--- src/rtl/mux_scan_ctrl_if.sv ---
// rtl/mux_scan_ctrl_if.sv - host and mux-side signal bundle for the scan controller
interface mux_scan_ctrl_if;
  logic        start;
  logic [15:0] data_in;
  logic [3:0]  In1;
  logic [3:0]  In2;
  logic [3:0]  In3;
  logic [3:0]  In4;
  logic [1:0]  sel1;
  logic [1:0]  sel2;
  logic        Y_L;
  logic        busy;
  logic        done;
  logic [15:0] data_out;
  logic        mismatch;

  modport master (
    output start, data_in, Y_L,
    input  In1, In2, In3, In4, sel1, sel2, busy, done, data_out, mismatch
  );

  modport slave (
    input  start, data_in, Y_L,
    output In1, In2, In3, In4, sel1, sel2, busy, done, data_out, mismatch
  );
endinterface

--- src/rtl/mux_scan_ctrl.sv ---
// rtl/mux_scan_ctrl.sv - sweeps a 16:1 mux select, samples Y_L and rebuilds the word
module mux_scan_ctrl #(
  parameter int SETTLE_CYCLES = 1
) (
  input  logic            clk,
  input  logic            rst_n,
  mux_scan_ctrl_if.slave  bus
);

  typedef enum logic [1:0] {IDLE, SETTLE, SAMPLE, DONE} state_t;

  localparam logic [3:0] CNT_LAST = 4'(SETTLE_CYCLES - 1);

  state_t      state;
  state_t      state_nxt;
  logic [3:0]  index;
  logic [3:0]  cnt;
  logic [15:0] word;
  logic [15:0] shadow;
  logic        busy_q;
  logic        done_q;
  logic [15:0] data_out_q;
  logic        mismatch_q;

  // The select lines always equal the bit index, which only moves on a SAMPLE
  // edge, so the mux sees a stable address for the whole settle window.
  assign bus.In1      = word[3:0];
  assign bus.In2      = word[7:4];
  assign bus.In3      = word[11:8];
  assign bus.In4      = word[15:12];
  assign bus.sel1     = index[1:0];
  assign bus.sel2     = index[3:2];
  assign bus.busy     = busy_q;
  assign bus.done     = done_q;
  assign bus.data_out = data_out_q;
  assign bus.mismatch = mismatch_q;

  // State register
  always_ff @(posedge clk or negedge rst_n) begin
    if (!rst_n) state <= IDLE;
    else        state <= state_nxt;
  end

  // Next-state decode
  always_comb begin
    state_nxt = state;
    case (state)
      IDLE:    if (bus.start) state_nxt = SETTLE;
      SETTLE:  if (cnt == CNT_LAST) state_nxt = SAMPLE;
      SAMPLE:  state_nxt = (index == 4'd15) ? DONE : SETTLE;
      DONE:    state_nxt = IDLE;
      default: state_nxt = IDLE;
    endcase
  end

  // Datapath: latch word, step index/counter, capture samples, publish result
  always_ff @(posedge clk or negedge rst_n) begin
    if (!rst_n) begin
      word       <= '0;
      index      <= '0;
      cnt        <= '0;
      shadow     <= '0;
      busy_q     <= 1'b0;
      done_q     <= 1'b0;
      data_out_q <= '0;
      mismatch_q <= 1'b0;
    end else begin
      done_q <= 1'b0;
      case (state)
        IDLE: begin
          if (bus.start) begin
            word   <= bus.data_in;
            index  <= '0;
            cnt    <= '0;
            shadow <= '0;
            busy_q <= 1'b1;
          end
        end
        SETTLE: begin
          cnt <= cnt + 4'd1;
        end
        SAMPLE: begin
          shadow[index] <= ~bus.Y_L;
          if (index == 4'd15) begin
            busy_q <= 1'b0;
          end else begin
            index <= index + 4'd1;
            cnt   <= '0;
          end
        end
        DONE: begin
          // Bit 15 was written on the previous SAMPLE edge, so shadow is complete here.
          data_out_q <= shadow;
          mismatch_q <= (shadow != word);
          done_q     <= 1'b1;
        end
        default: ;
      endcase
    end
  end

endmodule

--- src/flat_wrapper.sv ---
// flat-port wrapper written by rule: the top's interface ports become plain ports
module mux_scan_ctrl_flat 
#(
  parameter int SETTLE_CYCLES = 1
)
  (clk, rst_n, bus_start, bus_data_in, bus_Y_L, bus_In1, bus_In2, bus_In3, bus_In4, bus_sel1, bus_sel2, bus_busy, bus_done, bus_data_out, bus_mismatch);
  mux_scan_ctrl_if bus_i ();
  input  logic clk;
  input  logic rst_n;
  input wire logic [$bits(bus_i.start)-1:0] bus_start;
  input wire logic [$bits(bus_i.data_in)-1:0] bus_data_in;
  input wire logic [$bits(bus_i.Y_L)-1:0] bus_Y_L;
  output wire logic [$bits(bus_i.In1)-1:0] bus_In1;
  output wire logic [$bits(bus_i.In2)-1:0] bus_In2;
  output wire logic [$bits(bus_i.In3)-1:0] bus_In3;
  output wire logic [$bits(bus_i.In4)-1:0] bus_In4;
  output wire logic [$bits(bus_i.sel1)-1:0] bus_sel1;
  output wire logic [$bits(bus_i.sel2)-1:0] bus_sel2;
  output wire logic [$bits(bus_i.busy)-1:0] bus_busy;
  output wire logic [$bits(bus_i.done)-1:0] bus_done;
  output wire logic [$bits(bus_i.data_out)-1:0] bus_data_out;
  output wire logic [$bits(bus_i.mismatch)-1:0] bus_mismatch;
  assign bus_i.start = bus_start;
  assign bus_i.data_in = bus_data_in;
  assign bus_i.Y_L = bus_Y_L;
  assign bus_In1 = bus_i.In1;
  assign bus_In2 = bus_i.In2;
  assign bus_In3 = bus_i.In3;
  assign bus_In4 = bus_i.In4;
  assign bus_sel1 = bus_i.sel1;
  assign bus_sel2 = bus_i.sel2;
  assign bus_busy = bus_i.busy;
  assign bus_done = bus_i.done;
  assign bus_data_out = bus_i.data_out;
  assign bus_mismatch = bus_i.mismatch;
  mux_scan_ctrl #(.SETTLE_CYCLES(SETTLE_CYCLES)) u_core (.clk(clk), .rst_n(rst_n), .bus(bus_i));
endmodule
--- config.mk ---
export PLATFORM = sky130hd
export DESIGN_NAME = mux_scan_ctrl_flat
export DESIGN_NICKNAME = d
export VERILOG_FILES = /design/src/rtl/mux_scan_ctrl_if.sv /design/src/rtl/mux_scan_ctrl.sv /design/src/flat_wrapper.sv
export SDC_FILE = /design/constraint.sdc
export NUM_CORES = 1
export LEC_CHECK = 0
export BUFFER_PORTS_ARGS = -buffer_cell sky130_fd_sc_hd__buf_2
export CAP_MARGIN = 15
export CORE_AREA = 2 2 79 81
export CTS_BUF_LIST = sky130_fd_sc_hd__clkbuf_16
export CTS_CLUSTER_SIZE = 16
export DETAILED_ROUTE_END_ITERATION = 8
export DIE_AREA = 0 0 81 83
export GPL_TIMING_DRIVEN = 0
export PLACE_DENSITY = 0.75
export SLEW_MARGIN = 30
export SYNTH_ARGS = -nofsm -noshare
export SYNTH_HDL_FRONTEND = slang
export SYNTH_SLANG_ARGS = --single-unit
export TNS_END_PERCENT = 10
--- constraint.sdc ---
create_clock -name clk -period 1.86 [get_ports clk]
set_clock_uncertainty 0.2 [all_clocks]
set_input_delay 0.093 -clock clk [delete_from_list [all_inputs] [get_ports clk]]
set_output_delay 0.093 -clock clk [all_outputs]
set_load 0.03 [all_outputs]
# After elaboration in Yosys (flattened, before gate mapping)
# Index checks and enable logic that the tools add are counted.
dict set report classes {
  n_addsub 2
  order_cmp 2
  eq_ne 9
  n_mux 18
  n_bitwise 1
  n_reduce_logical 11
}
# op n
set op_table {}
lappend op_table {{$pmux 16 s2} 1}
lappend op_table {{$bwmux 16} 1}
lappend op_table {{$mux 16} 1}
lappend op_table {{$ne 16x16->1} 1}
lappend op_table {{$mux 4} 3}
lappend op_table {{$pmux 4 s3} 1}
lappend op_table {{$reduce_and 3->1} 3}
lappend op_table {{$add 4x1->4 const B} 2}
lappend op_table {{$pmux 2 s4} 1}
lappend op_table {{$pmux 4 s2} 1}
lappend op_table {{$mux 2} 3}
lappend op_table {{$reduce_and 2->1} 3}
lappend op_table {{$lt 4x5->1 const B} 1}
lappend op_table {{$demux 1 s4} 1}
lappend op_table {{$eq 2x2->1 const B} 2}
lappend op_table {{$eq 4x4->1 const B} 1}
lappend op_table {{$ge 4x1->1 const B} 1}
lappend op_table {{$logic_not 4->1} 1}
lappend op_table {{$mux 1} 4}
lappend op_table {{$ne 2x1->1 const B} 2}
lappend op_table {{$ne 2x2->1 const B} 2}
lappend op_table {{$reduce_bool 3->1} 1}
lappend op_table {{$eq 2x1->1 const B} 1}
lappend op_table {{$logic_not 2->1} 1}
lappend op_table {{4 further kinds} 4}
dict set report totals {
  regBits 61
  input_bits 20
}

# Longest topological paths before layout
dict set report depth {
  word_depth 6
  depth_mapped 7
}

# Least setup slack after synthesis
# Ideal clock, no wire load.
dict set report synth_path {
  kind {register -> register}
  startpoint {reg u_core.index[0]}
  endpoint {reg u_core.index[3]}
  t_arrival_ns 1.350
  slack_ns 0.192
  path_stages_with_launch 6
  n_path_buf 0
  synth_period_minus_slack_ns 1.668
  path_cell_list {dfrtp_1 > ha_1 > nand3_1 > nand3_1 > xor2_1 > nor2_1}
}
dict set report synth_between {
  elab_chain_len 3
}
# element line
set synth_rtl {}
lappend synth_rtl {{start: declaration} mux_scan_ctrl.sv:16} ;# logic [3:0] index;
lappend synth_rtl {{start signal: assignment} mux_scan_ctrl.sv:87} ;# index <= index + 4'd1;
lappend synth_rtl {{$add 4x1->4 or $eq 4x4->1 (tied branches)} {mux_scan_ctrl.sv:87, mux_scan_ctrl.sv:84}}
lappend synth_rtl {{$mux 4 or $ne 2x2->1 (tied branches)} -}
lappend synth_rtl {{$pmux 4 s2 or $reduce_and 3->1 (tied branches)} -}
# Several ways; a longest one is shown, not always the timed one. The select of a mux whose other input is x is not followed.
# A chain may end at the register's enable or synchronous reset.

# Worst setup path after layout
dict set report layout_path {
  startpoint {reg u_core.state[0]}
  endpoint {reg u_core.shadow[15]}
}
dict set report layout_between {
  elab_chain_len 3
}
# element line
set layout_rtl {}
lappend layout_rtl {{start: declaration} mux_scan_ctrl.sv:14} ;# state_t state;
lappend layout_rtl {{start signal: assignment} mux_scan_ctrl.sv:41} ;# else state <= state_nxt;
lappend layout_rtl {{$eq 2x2->1 or $logic_not 2->1 (tied branches)} mux_scan_ctrl.sv:69} ;# case (state)
lappend layout_rtl {{$reduce_bool 2->1 (no source line) or $ne 2x2->1 (tied branches)} -}
lappend layout_rtl {{$reduce_and 2->1 (no source line)} -}
lappend layout_rtl {{end signal: indexed assignment} mux_scan_ctrl.sv:83} ;# shadow[index] <= ~bus.Y_L;
lappend layout_rtl {{end: declaration} mux_scan_ctrl.sv:19} ;# logic [15:0] shadow;
# Several ways; a longest one is shown, not always the timed one.

==> results.yml <==
clock_network:
  insertion_delay_ps: 330
  clock_path_buffers: 2
  htree_levels: 3
  cts.repair.resized: 0
  root_buffer: "clkbuf_16"
  numCtsBuffers: 9
  clk_pin_slew_ps: 50
  cts_tree: "done"
  cts_sinks: 61
pwr:
  power.internal_mw: 3.397
  p_clk_share_pct: 25.3
  vdd_drop_max_mv: 0.7558
  seqPwrFrac_pct: 35.5
  switching_share_pct: 40.59
  switching_power_mw: 2.321
  pwr_density_cell_nw_per_um2: 1552
  share_comb_of_total_power_pct: 39.2
  leakagePower_nw: 1.844
floorplanning:
  die_x_um: 81
  ioPinCount: 59
  start_util_pct: 49.03
  die-area_um2: 6723
  num_rows: 28
  core_um2: 5816
  die_h_um: 83
global_route:
  antenna_found_initial: 0
  overflow: 0
  grt_max_degree: 62
  grt_pass1_wl_um: 11070
  grt_usage_pct: 21.81
  grt_pass1_vias: 2171
yosys:
  synth_enable_flop_cells: 0
  avgSynthCellArea_um2: 11.18
  syn_nets: 281
  synth_most_common_cell: "dfrtp_1"
  synthCells: 255
  yosysWarningCount: 0
  syn-cell-area_um2: 2851
  synth-seq-cells: 61
  synth_common_cells: "61 x dfrtp_1, 56 x nand2_1, 18 x mux2_2, 16 x xnor2_1"
  synth_cell_types: 39
  ys_async_sr_fraction_pct: 100.0
  ys_seq_area_share_pct: 53.53
  netlist.area_leader.share_pct: 53.53
  synth.area.top_cells: "dfrtp_1 54%, nand2_1 7.4%, mux2_2 7.1%"
  synth_area_leader_cell: "dfrtp_1"
  ys.flop_type: "dfrtp_1"
timing:
  hold_slack_ps: 189.3
  setup_tns_ps: 0
  fin_crit_ps: 1683
  fin_crit_sh_pct: 90.49
  maxSlewHeadroom_pct: 48.63
  worst_pin_slew_ps: 770.6
  setup_viol_count_final: 0
  rsz0062_at_grt: "no"
  finalMaxSlewViolations: 0
  finalHoldViolCount: 0
  fmax_mhz: 594.1
worst_hold_path:
  hold_path_class: "in -> async"
worst_setup_path:
  start_kind: "flop"
  rr_worst_depth: 6
  criticalPathCategory: "reg -> reg"
  worstReg2RegEnd: "u_core.shadow[15]"
  required_ps: 1850
  path_max_fanout: 10
  r2r_slack_ps: 180
  worstReg2RegStart: "u_core.state[0]"
  worstSetupEndpointType: "flop"
  crit_arrival_ps: 1670
layout:
  num_antenna_cells: 0
  fill_cells: 461
  fin_nets: 368
  regArea_um2: 1526
  multi_input_area_um2: 1206
  post-route-util_pct: 63.34
  fin_cells: 422
  area_growth_pct: 29.18
  drive_above_1_share_pct: 31.70
route:
  vias: 2238
  wl_per_cell_um: 15.48
  drt_iter0_markers: 154
  routed_wl_um: 6532
  first_pass_iters: 4
  vias_per_cell: 5.303
  drc_errors: 0
  final_antenna_net_count: 0
placed_design:
  post-dp-hpwl_um: 4334
  place_congestion: 0.8300
  port_buffers: 57
  placedCellCount: 387
flow_run:
  max-cap-violations: 0
status:
  status: "finished, final reports clean"
[metrics by stage]
stage               worst slack [ps]  power [mW]  area, µm²
global route                   55.47       6.081       3684
floorplan                      191.9       3.616       2851
finish                         176.8       5.718       3684
detailed placement             191.7       4.256       3233
CTS                            175.6       5.743       3684
global placement               206.6       4.207       3231
[critical path: stages, from the launching register on]
cell,delay (ps)
dfrtp_1,350
buf_4,160
nor2b_4,150
buf_12,160
nand4_1,260
nand3_1,170
o21ai_0,90
[flip-flops by register name, indices dropped and copies added (netlist names)]
signal,flops
u_core.bus.data_out,16
u_core.shadow,16
u_core.word,16
u_core.cnt,4
u_core.index,4
u_core.state,2
u_core.bus.busy,1
u_core.bus.done,1
u_core.bus.mismatch,1
[cell families (layout without fill, tap and decap cells)]
group	Yosys count	count (layout)	share of synthesized area, %
AOI/OAI and AO/OA	40	40	11.54
xor gates and xnor gates	17	17	5.221
adders and majority gates	6	6	2.633
buffers and inverters	20	112	4.168
DFF	61	61	53.53
muxes	19	19	7.459
and+or+nand+nor	92	92	15.45
[cells in the final DEF, fill, tap and decap left out, types with 2 or more instances in the layout]
cell | Yosys | routed
mux2_2 | 18 | 18
nand2_1 | 56 | 56
nand2_4 | 2 | 2
nor2_1 | 6 | 6
nand2_2 | 3 | 3
a21oi_1 | 3 | 3
dfrtp_1 | 61 | 61
clkbuf_16 | 0 | 9
a22oi_1 | 2 | 2
buf_4 | 4 | 5
nand4_1 | 5 | 5
ha_1 | 6 | 6
o21ai_0 | 5 | 5
xnor2_1 | 16 | 16
o41ai_1 | 3 | 3
o211ai_1 | 10 | 10
buf_2 | 4 | 60
clkbuf_1 | 3 | 3
nand3_1 | 9 | 9
o31ai_1 | 10 | 10
nand2b_1 | 4 | 4
clkinv_2 | 0 | 4
dlygate4sd3_1 | 0 | 19
o311ai_2 | 2 | 2
inv_1 | 6 | 8
[layer usage]
metal / up-vias / wire length, µm / global-route usage (%)
met5: - / 0 / 0
met4: 0 / 154 / 10.02
met3: 15 / 360 / 4.022
met2: 75 / 3054 / 32.83
met1: 1078 / 2962 / 30.43
li1: 1070 / - / -
[power by group through the flow]
stage          Combinational, mW  Clock [mW]  Sequential, mW
2_1_floorplan               1.00           0            2.61
3_3_place_gp                2.17           0            2.03
3_5_place_dp                2.21           0            2.05
4_1_cts                     2.25        1.46            2.03
5_1_grt                     2.44        1.55            2.09
6_report                    2.24        1.45            2.03
[cell type report]
| cell class | count | share of cell area [%] |
|---|---|---|
| flip-flops and latches | 61 | 41.44 |
| clock inverters | 7 | 0.9511 |
| clock buffers | 9 | 6.114 |
| plain buffers | 14 | 2.615 |
| well taps | 75 | 2.548 |
| inverters | 6 | 0.6114 |
| repair buffers | 76 | 12.98 |
| multi-input cells | 174 | 32.74 |
[worst max path at each step]
stage	endpoint	depth (start not counted)	startpoint	slack, ps
2_1_floorplan	u_core.index[3]	5	u_core.index[0]	190
3_3_place_gp	u_core.bus.data_out[2]	4	u_core.state[0]	210
3_5_place_dp	u_core.shadow[15]	6	u_core.state[0]	190
4_1_cts	u_core.shadow[15]	6	u_core.state[0]	180
5_1_grt	u_core.word[7]	6	u_core.state[0]	60
6_report	u_core.shadow[15]	6	u_core.state[0]	180
[repair_timing]
action / CTS / global route
hold endpoints to repair: 81 / 0
buffers inserted: 0 / 0
hold buffers: 19 / 0
(Power assumes the default switching activity.)
